==> config.mk <==
export PLATFORM = sky130hd
export DESIGN_NAME = request_ager
export DESIGN_NICKNAME = d
export VERILOG_FILES = /design/src/rtl/request_ager.sv
export SDC_FILE = /design/constraint.sdc
export NUM_CORES = 1
export LEC_CHECK = 0
export CELL_PAD_IN_SITES_DETAIL_PLACEMENT = 2
export CELL_PAD_IN_SITES_GLOBAL_PLACEMENT = 2
export CORE_AREA = 5 5 74 93
export DETAILED_ROUTE_END_ITERATION = 10
export DIE_AREA = 0 0 79 98
export MAX_ROUTING_LAYER = met4
export PLACE_DENSITY_LB_ADDON = 0.1
export SETUP_SLACK_MARGIN = 0.15
export SLEW_MARGIN = 20
export SYNTH_ARGS = -nofsm -noshare
export SYNTH_HDL_FRONTEND = slang
export SYNTH_SLANG_ARGS = --single-unit
==> constraint.sdc <==
create_clock -name clk -period 2.5 [get_ports clk]
set_input_delay 0.5 -clock clk [delete_from_list [all_inputs] [get_ports clk]]
set_output_delay 0.5 -clock clk [all_outputs]
set_load 0.01 [all_outputs]
==> src/rtl/request_ager.sv <==
// rtl/request_ager.sv - two-channel request ager feeding a downstream priority arbiter
// Each channel waits with an aging priority, holds while granted, and resumes waiting on preemption.
module request_ager_chan #(
   parameter int AGE_TICKS = 4
) (
   input  logic       clk,
   input  logic       rst,
   input  logic       req,
   input  logic [1:0] base_p,
   input  logic [3:0] len,
   input  logic       g,
   output logic       r,
   output logic [1:0] p,
   output logic       done,
   output logic       drop
);
   localparam logic [3:0] AGE_MAX = 4'(AGE_TICKS - 1);

   typedef enum logic [1:0] {IDLE, WAIT, HOLD} state_t;

   state_t     state, state_n;
   logic [3:0] age, age_n;
   logic [3:0] rem, rem_n;
   logic [1:0] pri, pri_n;
   logic       done_q, done_n;
   logic       drop_q, drop_n;

   always_ff @(posedge clk) begin
      if (!rst) begin
         state  <= IDLE;
         age    <= 4'd0;
         rem    <= 4'd0;
         pri    <= 2'd0;
         done_q <= 1'b0;
         drop_q <= 1'b0;
      end else begin
         state  <= state_n;
         age    <= age_n;
         rem    <= rem_n;
         pri    <= pri_n;
         done_q <= done_n;
         drop_q <= drop_n;
      end
   end

   always_comb begin
      state_n = state;
      age_n   = age;
      rem_n   = rem;
      pri_n   = pri;
      done_n  = 1'b0;
      drop_n  = 1'b0;
      case (state)
         IDLE: begin
            if (req) begin
               state_n = WAIT;
               pri_n   = base_p;
               rem_n   = (len == 4'd0) ? 4'd1 : len;
               age_n   = 4'd0;
            end
         end
         WAIT: begin
            drop_n = req;
            // A grant freezes aging on the same edge it moves the channel to HOLD.
            if (g) begin
               state_n = HOLD;
            end else if (age == AGE_MAX) begin
               age_n = 4'd0;
               if (pri != 2'd3)
                  pri_n = pri + 2'd1;
            end else begin
               age_n = age + 4'd1;
            end
         end
         HOLD: begin
            drop_n = req;
            if (g) begin
               if (rem == 4'd1) begin
                  state_n = IDLE;
                  pri_n   = 2'd0;
                  rem_n   = 4'd0;
                  done_n  = 1'b1;
               end else begin
                  rem_n = rem - 4'd1;
               end
            end else begin
               state_n = WAIT;
               age_n   = 4'd0;
            end
         end
         default: state_n = IDLE;
      endcase
   end

   assign r    = (state != IDLE);
   assign p    = pri;
   assign done = done_q;
   assign drop = drop_q;
endmodule

module request_ager #(
   parameter int AGE_TICKS = 4
) (
   input  logic       clk,
   input  logic       rst,
   input  logic       req_a,
   input  logic       req_b,
   input  logic [1:0] base_pa,
   input  logic [1:0] base_pb,
   input  logic [3:0] len_a,
   input  logic [3:0] len_b,
   input  logic       ga,
   input  logic       gb,
   output logic       ra,
   output logic       rb,
   output logic [1:0] PA,
   output logic [1:0] PB,
   output logic       done_a,
   output logic       done_b,
   output logic       drop_a,
   output logic       drop_b
);
   request_ager_chan #(.AGE_TICKS(AGE_TICKS)) u_chan_a (
      .clk(clk), .rst(rst), .req(req_a), .base_p(base_pa), .len(len_a), .g(ga),
      .r(ra), .p(PA), .done(done_a), .drop(drop_a)
   );

   request_ager_chan #(.AGE_TICKS(AGE_TICKS)) u_chan_b (
      .clk(clk), .rst(rst), .req(req_b), .base_p(base_pb), .len(len_b), .g(gb),
      .r(rb), .p(PB), .done(done_b), .drop(drop_b)
   );
endmodule

# [After elaboration in Yosys (flattened, before gate mapping)]
# Index checks and enable logic that the tools add are counted.
# W data, S select, Z words.
[word_totals] regBits=28 latch_bits=0 ramBits=0 romBits=0 in_bits=18 mem_count=0
[classes] add_sub_neg=6 n_mul=0 n_div=0 order_cmp=0 n_eq_ne=28 shifts=0 n_mux=44 bitwise_logic=0 reduce_logical=24
[op_table] op="$mux W4" count=16
[op_table] op="$mux W2" count=18
[op_table] op="$ne A2 B2 Y1 const B" count=12
[op_table] op="$pmux W2 S3" count=4
[op_table] op="$pmux W4 S3" count=2
[op_table] op="$reduce_and A3 Y1" count=6
[op_table] op="$pmux W4 S2" count=2
[op_table] op="$reduce_and A7 Y1" count=2
[op_table] op="$ne A2 B1 Y1 const B" count=6
[op_table] op="$add A4 B1 Y4 const B" count=2
[op_table] op="$eq A4 B1 Y1 const B" count=2
[op_table] op="$eq A4 B2 Y1 const B" count=2
[op_table] op="$logic_not A4 Y1" count=2
[op_table] op="$reduce_and A4 Y1" count=2
[op_table] op="$reduce_bool A2 Y1" count=4
[op_table] op="$sub A4 B1 Y4 const B" count=2
[op_table] op="$ne A3 B2 Y1 const B" count=2
[op_table] op="$reduce_bool A3 Y1" count=2
[op_table] op="$add A2 B1 Y2 const B" count=2
[op_table] op="$eq A2 B1 Y1 const B" count=2
[op_table] op="$eq A2 B2 Y1 const B" count=2
[op_table] op="$logic_not A2 Y1" count=2
[op_table] op="$reduce_and A2 Y1" count=2
[op_table] op="$reduce_or A2 Y1" count=2
[op_table] op="$mux W1" count=2

# [Depth between registers and ports, before layout]
# Gate-level depths: netlist of the first run.
[logic_depth] ltp_word=5 depth_mapped=7

# [Hierarchy]
# Synthesis of the first run repeated with hierarchy kept, for this count alone.
[unflattened] cells_unflattened=216 area_unflattened_um2=1890.6
[modules_own_cells] module="request_ager_chan at u_chan_a" n_inst=1 cells_each=109 area_each_um2=965.9 seq_area_each_um2=280.3
[modules_own_cells] module="request_ager_chan at u_chan_b" n_inst=1 cells_each=107 area_each_um2=924.6 seq_area_each_um2=280.3

# [Worst setup path before layout of the first run]
# Ideal clock, no wire load.
[synth_timing] path_kind="flip-flop to flip-flop" start="register u_chan_b.state[0]" end="register u_chan_b.age[0]" setup_ps=70 arrival_ps=1773 setup_slack_ps=657 path_stages_with_launch=8 synth_period_minus_slack_ps=1843 cell_sequence="dfxtp_1 inv_1 ha_1 o21a_1 or3_1 buf_2 or3_1 a21boi_1"
[synth_via] elab_chain_len=3 elab_cells_between_ends=9 cone_classes="eq/ne (5); mux (1); reduce/logical (3)"
[synth_rtl] element="from (decl)" line="21" source="state_t state, state_n;"
[synth_rtl] element="from (signal assigned)" line="37" source="state <= state_n;"
[synth_rtl] element="$eq A2 B2 Y1, or another cell as far along" line="53" source="case (state)"
[synth_rtl] element="$ne A2 B2 Y1 (no line) or $reduce_bool A3 Y1 (tied branches)"
[synth_rtl] element="$reduce_and A4 Y1 (no line)"
[synth_rtl] element="to (signal assigned)" line="38" source="age <= age_n;"
[synth_rtl] element="to (decl)" line="22" source="logic [3:0] age, age_n;"
# Several ways; a longest one is shown, not always the timed one.
# A chain may end at the register's enable or synchronous reset.

# [Final worst setup path of the first run]
[layout_timing] start="register u_chan_b.state[0]" end="output rb"
[layout_via] elab_chain_len=1
[layout_rtl] element="$reduce_bool A2 Y1" line="95" source="assign r = (state != IDLE);"
[layout_rtl] element="to (decl)" line="115" source="output logic rb,"
# Every way passes these cells.

==> results of run 1 <==
-- report_power, final --
group | leakage, uW | internal [uW] | switching (uW)
sequential | 0.000229 | 570 | 132
combinational | 0.000599 | 516 | 597
clock | 0.0000288 | 141 | 153
-- path summary, 6_finish.rpt --
path | start | end | slack, ps | depth (start not counted)
min reg2reg | u_chan_a.p[1] | u_chan_a.p[1] | 500 | 2
max | u_chan_b.state[0] | rb | 310 | 4
min | u_chan_a.p[1] | u_chan_a.p[1] | 500 | 2
max reg2reg | u_chan_a.state[0] | u_chan_a.age[2] | 420 | 6
-- worst register-to-register path, cell delays in order, from the launching register on --
cell	delay, ps
dfxtp_1	420
inv_1	100
ha_1	360
o21a_1	240
or3_1	390
or3_1	370
a21boi_0	150
-- layout by cell type, fill, tap and decap left out, drive strengths merged, types with 2 or more instances in the layout --
cell	instances
nand2	21
nor4	3
or3	5
or3b	3
clkdlybuf4s50	27
a311o	2
and3	2
mux2i	7
clkbuf	4
o21ai	18
dfxtp	28
o311ai	2
a21oi	4
inv	19
nand2b	7
buf	2
nor2b	11
a21boi	10
ha	18
nand3b	2
nor2	5
o211a	2
nand4	2
o21a	7
nor3	6
nand3	13
-- cell usage after synthesis (2+ instances only) --
cell type	n	area (um2)
or3_1	5	31.3
a21boi_0	9	67.6
dfxtp_1	28	561
o211a_1	2	20.0
nand4_1	2	12.5
nand2_1	21	78.8
inv_1	19	71.3
or3b_2	3	26.3
o311ai_0	2	17.5
nor2b_1	11	68.8
nor4_1	3	18.8
nand3_1	13	65.1
o21a_1	7	52.6
ha_1	18	225
nor2_1	5	18.8
buf_2	2	10.0
nand2b_1	7	43.8
a21oi_1	4	20.0
nor3_1	5	25.0
and3_1	2	12.5
o21ai_0	17	85.1
nand3b_1	2	15.0
clkbuf_1	4	15.0
mux2i_1	7	70.1
a311o_1	2	20.0
-- stage by stage --
stage / hold WS, ps / total power, uW / utilization (%) / setup WS [ps] / instances
2_1_floorplan: 457 / 1440 / - / 657 / 213
3_3_place_gp: 473 / 1840 / 35.5 / 348 / 304
3_5_place_dp: 488 / 1850 / 35.5 / 292 / 304
4_1_cts: 505 / 2160 / 36.5 / 297 / 308
5_1_grt: 523 / 2310 / 36.5 / 175 / 308
6_report: 501 / 2110 / 36.5 / 310 / 308
-- state kept, by name, indices dropped and copies added, names as in the netlist --
register and flops:
u_chan_a.state 2, u_chan_b.drop 1, u_chan_a.p 2, u_chan_a.age 4, u_chan_a.drop 1, u_chan_a.done 1
u_chan_b.p 2, u_chan_b.done 1, u_chan_b.rem 4, u_chan_b.state 2, u_chan_a.rem 4, u_chan_b.age 4
-- cells by family (layout without fill, tap and decap cells) --
group,after synthesis,after routing,share of synthesized area [%]
compound gates,54,54,21.4
fa+ha+maj,18,18,12.8
buf+inv,25,52,5.46
flops,28,28,31.8
mux,7,7,3.97
simple gates,81,81,24.6
-- per-layer routing --
layer	GRT usage [%]	wire [um]	share of wire (%)
met1	14.4	2070	44
met2	23.7	2460	53
met3	1.57	104	2.2
met4	3.17	23	0.49
met5	-	0	0
-- cell type report --
class                      count  area (um2)  area share, %
inverter                      19        71.3           3.28
timing repair buffer          29         298           13.7
clock buffer                   4        55.1           2.53
multi-input combinational    160        1110           50.8
tap                           68        85.1           3.91
sequential                    28         561           25.8
==> impl_metrics.py, run 1 <==
metrics = {
    "critical_path": {
        "path_common_cell": "inv_1",
        "critPathSlowestCell": "clkdlybuf4s50_1",
        "worstPathCellList": "inv_1 -> ha_1 -> inv_1 -> clkdlybuf4s50_1",
        "critical-path-top-delay-family": "buffers and inverters",
        "required_ps": 2000,
        "path_class": "flop to output pin",
        "arrival_ps": 1690,
        "max_stage_delay_ps": 550,
        "cp-end-kind": "output pin",
        "crit_buf_inv": 3,
        "worstSetupStartpointType": "flop",
        "critPathMaxFanout": 5,
    },
    "finish": {
        "syn_to_final_growth_pct": 23.4,
        "fillCellCount": 681,
        "final_nets": 277,
        "diodes": 0,
        "final_area_um2": 2180,
        "drive_gt1_share_pct": 4.58,
    },
    "floorplan": {
        "io_pins": 28,
        "coreArea_um2": 5970,
        "start_util_pct": 29.6,
        "die_y_um": 98,
        "dieArea_um2": 7740,
        "rows": 32,
        "die_w_um": 79,
    },
    "timing": {
        "max_slew.worst_pin.slew_ps": 522,
        "finalHoldViolations": 0,
        "period_minus_slack_ps": 2190,
        "tns_ps": 0,
        "finalSetupViolations": 0,
        "min_period_over_period_pct": 87.6,
        "clock_skew_ps": 9.63,
        "rsz0062_at_grt": "false",
        "slew-limit-headroom_pct": 65.2,
        "maxSlewViolCount": 0,
        "fmax_mhz": 457,
    },
    "power": {
        "powerDensity_nw_per_um2": 969,
        "ir_worst_vdd_v": 0.000329,
        "p_leak_uw": 0.000857,
    },
    "clock_network": {
        "ctsHoldBuffers": 0,
        "ctsRootBufferMaster": "clkbuf_8",
        "clockBufferDepth": 2,
        "cts_tree": "built",
        "insertion_delay_ps": 280,
        "cts_buffers": 3,
        "cts_sinks": 28,
        "cts_setup_buffers": 0,
        "clk_pin_slew_ps": 110,
        "cts-resized-gates": 0,
        "htree_levels": 1,
    },
    "drt": {
        "antenna_left": 0,
        "wl_per_cell_um": 15.1,
        "drt_iter0_markers": 46,
        "routed_via_density": 5.21,
        "drc_errors": 0,
        "vias": 1604,
        "wirelength_um": 4660,
        "dr.pass1.iters": 4,
    },
    "job": {
        "cap_viol_max_count": 0,
    },
    "logic_synthesis": {
        "ys.flop_type": "dfxtp_1",
        "synth_cell_type_count": 38,
        "synth_edf_count": 0,
        "ys_seq_elements": 28,
        "ys_warn_count": 0,
        "syn_area_per_cell_um2": 8.28,
        "syn_area_um2": 1760,
        "ys_seq_area_share_pct": 31.8,
        "synthArstFlopShare_pct": 0,
        "syn-num-nets": 249,
        "syn_inst": 213,
    },
    "global_route": {
        "grt_pass1_vias": 1761,
        "grt_first_pass_wirelength_um": 8010,
        "grt_max_degree": 37,
        "grt.total_usage_pct": 12.8,
        "gr-total-overflow": 0,
        "grt_antenna_before_repair": 0,
    },
    "place": {
        "place_area_um2": 2120,
        "gp_congestion": 0.746,
        "dpl.hpwl_um": 3620,
        "portBuffers": 27,
    },
    "min_path": {
        "hold_path_class": "flop to flop",
    },
    "outcome": {
        "run_status": "finished clean",
    },
}
Note: power is estimated with default switching activity, not from simulation.
==> inputs of run 2 (changes only) <==
CORE_AREA = 5 5 77 97   (was 5 5 74 93)
DIE_AREA = 0 0 82 102   (was 0 0 79 98)
clock period = 2 ns   (was 2.5 ns; I/O delays follow)
==> impl_metrics.py, run 2 (same netlist as run 1, synthesis figures left out) <==
metrics = {
    "drt": {
        "wl_per_cell_um": 14.4,
        "vias": 1656,
        "antenna_left": 0,
        "drc_errors": 0,
        "routed_via_density": 4.84,
        "wirelength_um": 4920,
        "drt_iter0_markers": 23,
        "dr.pass1.iters": 3,
    },
    "power": {
        "p_clk_share_pct": 11.6,
        "seqPwrFrac_pct": 32.6,
        "p_leak_uw": 0.000929,
        "p_sw_share_pct": 40.9,
        "combPwrFrac_pct": 55.9,
        "switchingPower_uw": 1140,
        "p_int_uw": 1640,
        "ir_worst_vdd_v": 0.000465,
        "powerDensity_nw_per_um2": 1190,
    },
    "critical_path": {
        "critPathSlowestCell": "dfxtp_2",
        "arrival_ps": 1990,
        "max_stage_delay_ps": 370,
        "worstSetupStartpointType": "flop",
        "critical-path-top-delay-family": "simple AND/OR/NAND/NOR gates",
        "crit_buf_inv": 1,
        "required_ps": 2220,
        "path_class": "flop to flop",
        "cp-end-kind": "flop",
        "worstPathCellList": "inv_1 -> ha_1 -> o21a_1 -> or3_4 -> or3_1 -> a21boi_1",
        "critPathMaxFanout": 5,
    },
    "clock_network": {
        "cts_buffers": 3,
        "cts_sinks": 28,
        "clk_pin_slew_ps": 100,
        "ctsRootBufferMaster": "clkbuf_8",
        "cts_tree": "built",
        "insertion_delay_ps": 270,
        "clockBufferDepth": 2,
        "htree_levels": 1,
    },
    "timing": {
        "period_minus_slack_ps": 1770,
        "clock_skew_ps": 4.13,
        "finalSetupViolations": 0,
        "rsz0062_at_grt": "true",
        "max_slew.worst_pin.slew_ps": 447,
        "whs_ps": 495,
        "finalHoldViolations": 0,
        "min_period_over_period_pct": 88.7,
        "fmax_mhz": 564,
        "maxSlewViolCount": 0,
        "tns_ps": 0,
        "slew-limit-headroom_pct": 70.1,
    },
    "global_route": {
        "grt_pass1_vias": 1836,
        "grt_first_pass_wirelength_um": 8290,
        "grt_antenna_before_repair": 0,
        "grt.total_usage_pct": 12.9,
        "grt_max_degree": 15,
        "gr-total-overflow": 0,
    },
    "floorplan": {
        "die_y_um": 102,
        "io_pins": 28,
        "dieArea_um2": 8360,
        "coreArea_um2": 6440,
        "rows": 33,
        "start_util_pct": 27.4,
        "die_w_um": 82,
    },
    "place": {
        "portBuffers": 27,
        "dpl.hpwl_um": 4000,
        "gp_congestion": 0.718,
    },
    "job": {
        "cap_viol_max_count": 0,
    },
    "finish": {
        "drive_gt1_share_pct": 15.7,
        "fillCellCount": 767,
        "final_common_cell": "clkdlybuf4s50_1",
        "multi_input_comb_area_um2": 1140,
        "diodes": 0,
        "syn_to_final_growth_pct": 32.4,
        "mostFrequentLayoutCells": "25 x clkdlybuf4s50_1, 21 x nand2_1, 21 x dfxtp_1",
        "final_nets": 293,
        "register_area_um2": 574,
    },
    "outcome": {
        "run_status": "finished clean",
    },
    "min_path": {
        "hold_path_class": "flop to flop",
    },
}
==> run 2: final timing paths <==
check                    startpoint              end  slack (ps)  depth (start not counted)
setup / recovery  u_chan_b.state[1]  u_chan_b.age[0]         230                          6
hold / removal      u_chan_b.age[1]  u_chan_b.age[1]         490                          2
setup reg to reg  u_chan_b.state[1]  u_chan_b.age[0]         230                          6
hold reg to reg     u_chan_b.age[1]  u_chan_b.age[1]         490                          2
==> run 2: timing repair <==
item | in CTS | in global routing
hold endpoints to repair | 0 | 0
gates resized for setup | 12 | 9
endpoints found under the setup margin | 12 | 11
buffers inserted | 1 | 1
hold buffers | 0 | 0
pin swaps | 1 | 2
cloned | 0 | 0
==> run 2: area by class of cell <==
cell class / instances / area share (%)
Multi-Input combinational cell: 160 / 48.7
Sequential cell: 28 / 24.6
Timing Repair Buffer: 45 / 17.3
Tap cell: 87 / 4.66
Inverter: 19 / 3.05
Clock buffer: 3 / 1.77
==> run 2: per-stage QoR <==
stage / power (uW) / instance area (um2) / setup slack [ps] / std cells / util (%)
2_1_floorplan: 1800 / 1760 / 157 / 213 / -
3_3_place_gp: 2400 / 2240 / 66.3 / 337 / 34.7
3_5_place_dp: 2420 / 2240 / -27.9 / 337 / 34.7
4_1_cts: 2790 / 2300 / 160 / 341 / 35.7
5_1_grt: 3060 / 2330 / 99.8 / 342 / 36.2
6_report: 2780 / 2330 / 227 / 342 / 36.2
==> run 2: routing by layer <==
layer / vias to the layer above / track usage, % / wire length, um
met5: - / - / 0
met4: 0 / 3.45 / 30
met3: 2 / 1.76 / 133
met2: 19 / 23.3 / 2570
met1: 794 / 14.8 / 2190
li1: 841 / - / -
==> run 2: power groups by stage <==
stage | Sequential (uW) | Clock (uW) | Combinational, uW
after floorplan | 863 | 0 | 935
after CTS | 902 | 349 | 1540
after detailed placement | 898 | 0 | 1520
after global placement | 895 | 0 | 1500
after global routing | 943 | 364 | 1750
final | 904 | 321 | 1550
==> run 2: worst reg2reg max path, delay by kind of cell (launching register included) <==
| family | cells | cell delay [ps] |
|---|---|---|
| flip-flops | 1 | 370 |
| AO/OA/AOI/OAI | 2 | 330 |
| AND/OR/NAND/NOR | 2 | 720 |
| adder cells (fa/ha/maj) | 1 | 220 |
| buffers and inverters | 1 | 80 |
==> inputs of run 3 (changes only) <==
MAX_ROUTING_LAYER = default   (was met4)
==> impl_metrics.py, run 3 (same netlist as run 1, synthesis figures left out) <==
metrics = {
    "floorplan": {
        "die_w_um": 82,
        "coreArea_um2": 6440,
        "start_util_pct": 27.4,
        "io_pins": 28,
        "rows": 33,
        "dieArea_um2": 8360,
        "die_y_um": 102,
    },
    "global_route": {
        "grt_first_pass_wirelength_um": 8310,
        "grt.total_usage_pct": 12.6,
        "grt_antenna_before_repair": 0,
        "grt_max_degree": 15,
        "gr-total-overflow": 0,
        "grt_pass1_vias": 1836,
    },
    "drt": {
        "dr.pass1.iters": 3,
        "vias": 1659,
        "drt_iter0_markers": 22,
        "routed_via_density": 4.85,
        "wl_per_cell_um": 14.4,
        "antenna_left": 0,
        "drc_errors": 0,
        "wirelength_um": 4920,
    },
    "finish": {
        "final_area_um2": 2330,
        "finalCoreUtilization_pct": 36.2,
        "final_nets": 293,
        "drive_gt1_share_pct": 15.7,
        "fin_cells": 342,
        "diodes": 0,
        "final_common_cell": "clkdlybuf4s50_1",
        "mostFrequentLayoutCells": "25 x clkdlybuf4s50_1, 21 x nand2_1, 21 x dfxtp_1",
        "syn_to_final_growth_pct": 32.4,
        "fillCellCount": 767,
    },
    "min_path": {
        "hold_path_class": "flop to flop",
    },
    "timing": {
        "tns_ps": 0,
        "period_minus_slack_ps": 1770,
        "max_slew.worst_pin.slew_ps": 447,
        "fmax_mhz": 564,
        "rsz0062_at_grt": "true",
        "slew-limit-headroom_pct": 70.1,
        "whs_ps": 495,
        "finalHoldViolations": 0,
        "maxSlewViolCount": 0,
        "min_period_over_period_pct": 88.6,
        "clock_skew_ps": 4.95,
        "finalSetupViolations": 0,
    },
    "power": {
        "p_sw_share_pct": 40.9,
        "combPwrFrac_pct": 55.9,
        "ir_worst_vdd_v": 0.000465,
        "p_clk_share_pct": 11.5,
        "switchingPower_uw": 1140,
        "powerDensity_nw_per_um2": 1190,
        "p_int_uw": 1640,
        "seqPwrFrac_pct": 32.6,
        "p_leak_uw": 0.000929,
    },
    "critical_path": {
        "timing.rr.end": "u_chan_b.age[0]",
        "reg2reg_from": "u_chan_b.state[1]",
        "critPathMaxFanout": 5,
        "worstSetupStartpointType": "flop",
        "cp-end-kind": "flop",
        "path_class": "flop to flop",
        "crit_path_end": "u_chan_b.age[0]",
        "r2r_cells": 6,
        "required_ps": 2220,
        "arrival_ps": 1990,
        "crit_path_start": "u_chan_b.state[1]",
        "r2r_slack_ps": 230,
    },
    "place": {
        "dp_cells": 337,
        "place_area_um2": 2240,
        "dpl.hpwl_um": 4000,
        "gp_congestion": 0.710,
        "portBuffers": 27,
    },
    "clock_network": {
        "cts_sinks": 28,
        "htree_levels": 1,
        "cts_tree": "built",
        "clockBufferDepth": 2,
        "insertion_delay_ps": 270,
        "clk_pin_slew_ps": 100,
        "cts_buffers": 3,
        "ctsRootBufferMaster": "clkbuf_8",
    },
    "outcome": {
        "run_status": "finished clean",
    },
    "job": {
        "cap_viol_max_count": 0,
    },
}
## run 3: cell counts in the layout (fill, tap and decap cells not counted)
Identical to the previous run, type by type.
## run 3: layout make-up
type | count | area, um2 | area share, %
multi-input combinational | 160 | 1140 | 48.7
timing repair buffer | 45 | 403 | 17.3
clock buffer | 3 | 41.3 | 1.77
tap | 87 | 109 | 4.66
sequential | 28 | 574 | 24.6
inverter | 19 | 71.3 | 3.05
## run 3: per-stage QoR
stage               worst slack [ps]  total power [uW]
floorplan                        157              1800
global placement                66.3              2400
detailed placement             -27.9              2420
CTS                              160              2790
global route                    99.8              3060
finish                           227              2780
## run 3: routing by layer
metal  vias to the layer above  share of wire [%]  track usage (%)
met2                        19                 52             23.3
met3                         2                2.9             1.85
met4                         0               0.61             3.45
met5                         -                  0                0
li1                        841                  -                -
met1                       797                 44             14.8
## run 3: how the worst min path moves through the flow
stage                               start         endpoint  slack, ps  depth (start not counted)
after global placement    u_chan_a.age[1]  u_chan_a.age[1]        470                          2
after detailed placement    u_chan_b.p[1]    u_chan_b.p[1]        490                          2
final                     u_chan_b.age[1]  u_chan_b.age[1]        500                          2
after global routing        u_chan_a.p[0]    u_chan_a.p[0]        530                          2
after CTS                 u_chan_b.age[1]  u_chan_b.age[1]        510                          2
after floorplan           u_chan_b.age[0]  u_chan_b.age[0]        460                          2
## run 3: power groups by stage
stage	registers (uW)	clock network, uW	logic, uW
after floorplan	863	0	935
after global placement	895	0	1500
after detailed placement	898	0	1520
after CTS	902	349	1540
after global routing	943	364	1750
final	904	320	1550
## run 3: worst max-delay path: stages (launching register included)
cell      delay (ps)
dfxtp_2          370
inv_1             80
ha_1             220
o21a_1           190
or3_4            360
or3_1            360
a21boi_1         140
## run 3: what timing repair did
action,CTS,global route
setup endpoints to repair,12,11
setup buffers,1,1
hold buffers,0,0
pin swaps,1,2
endpoints found under the hold margin,0,0
gates resized for setup,12,9
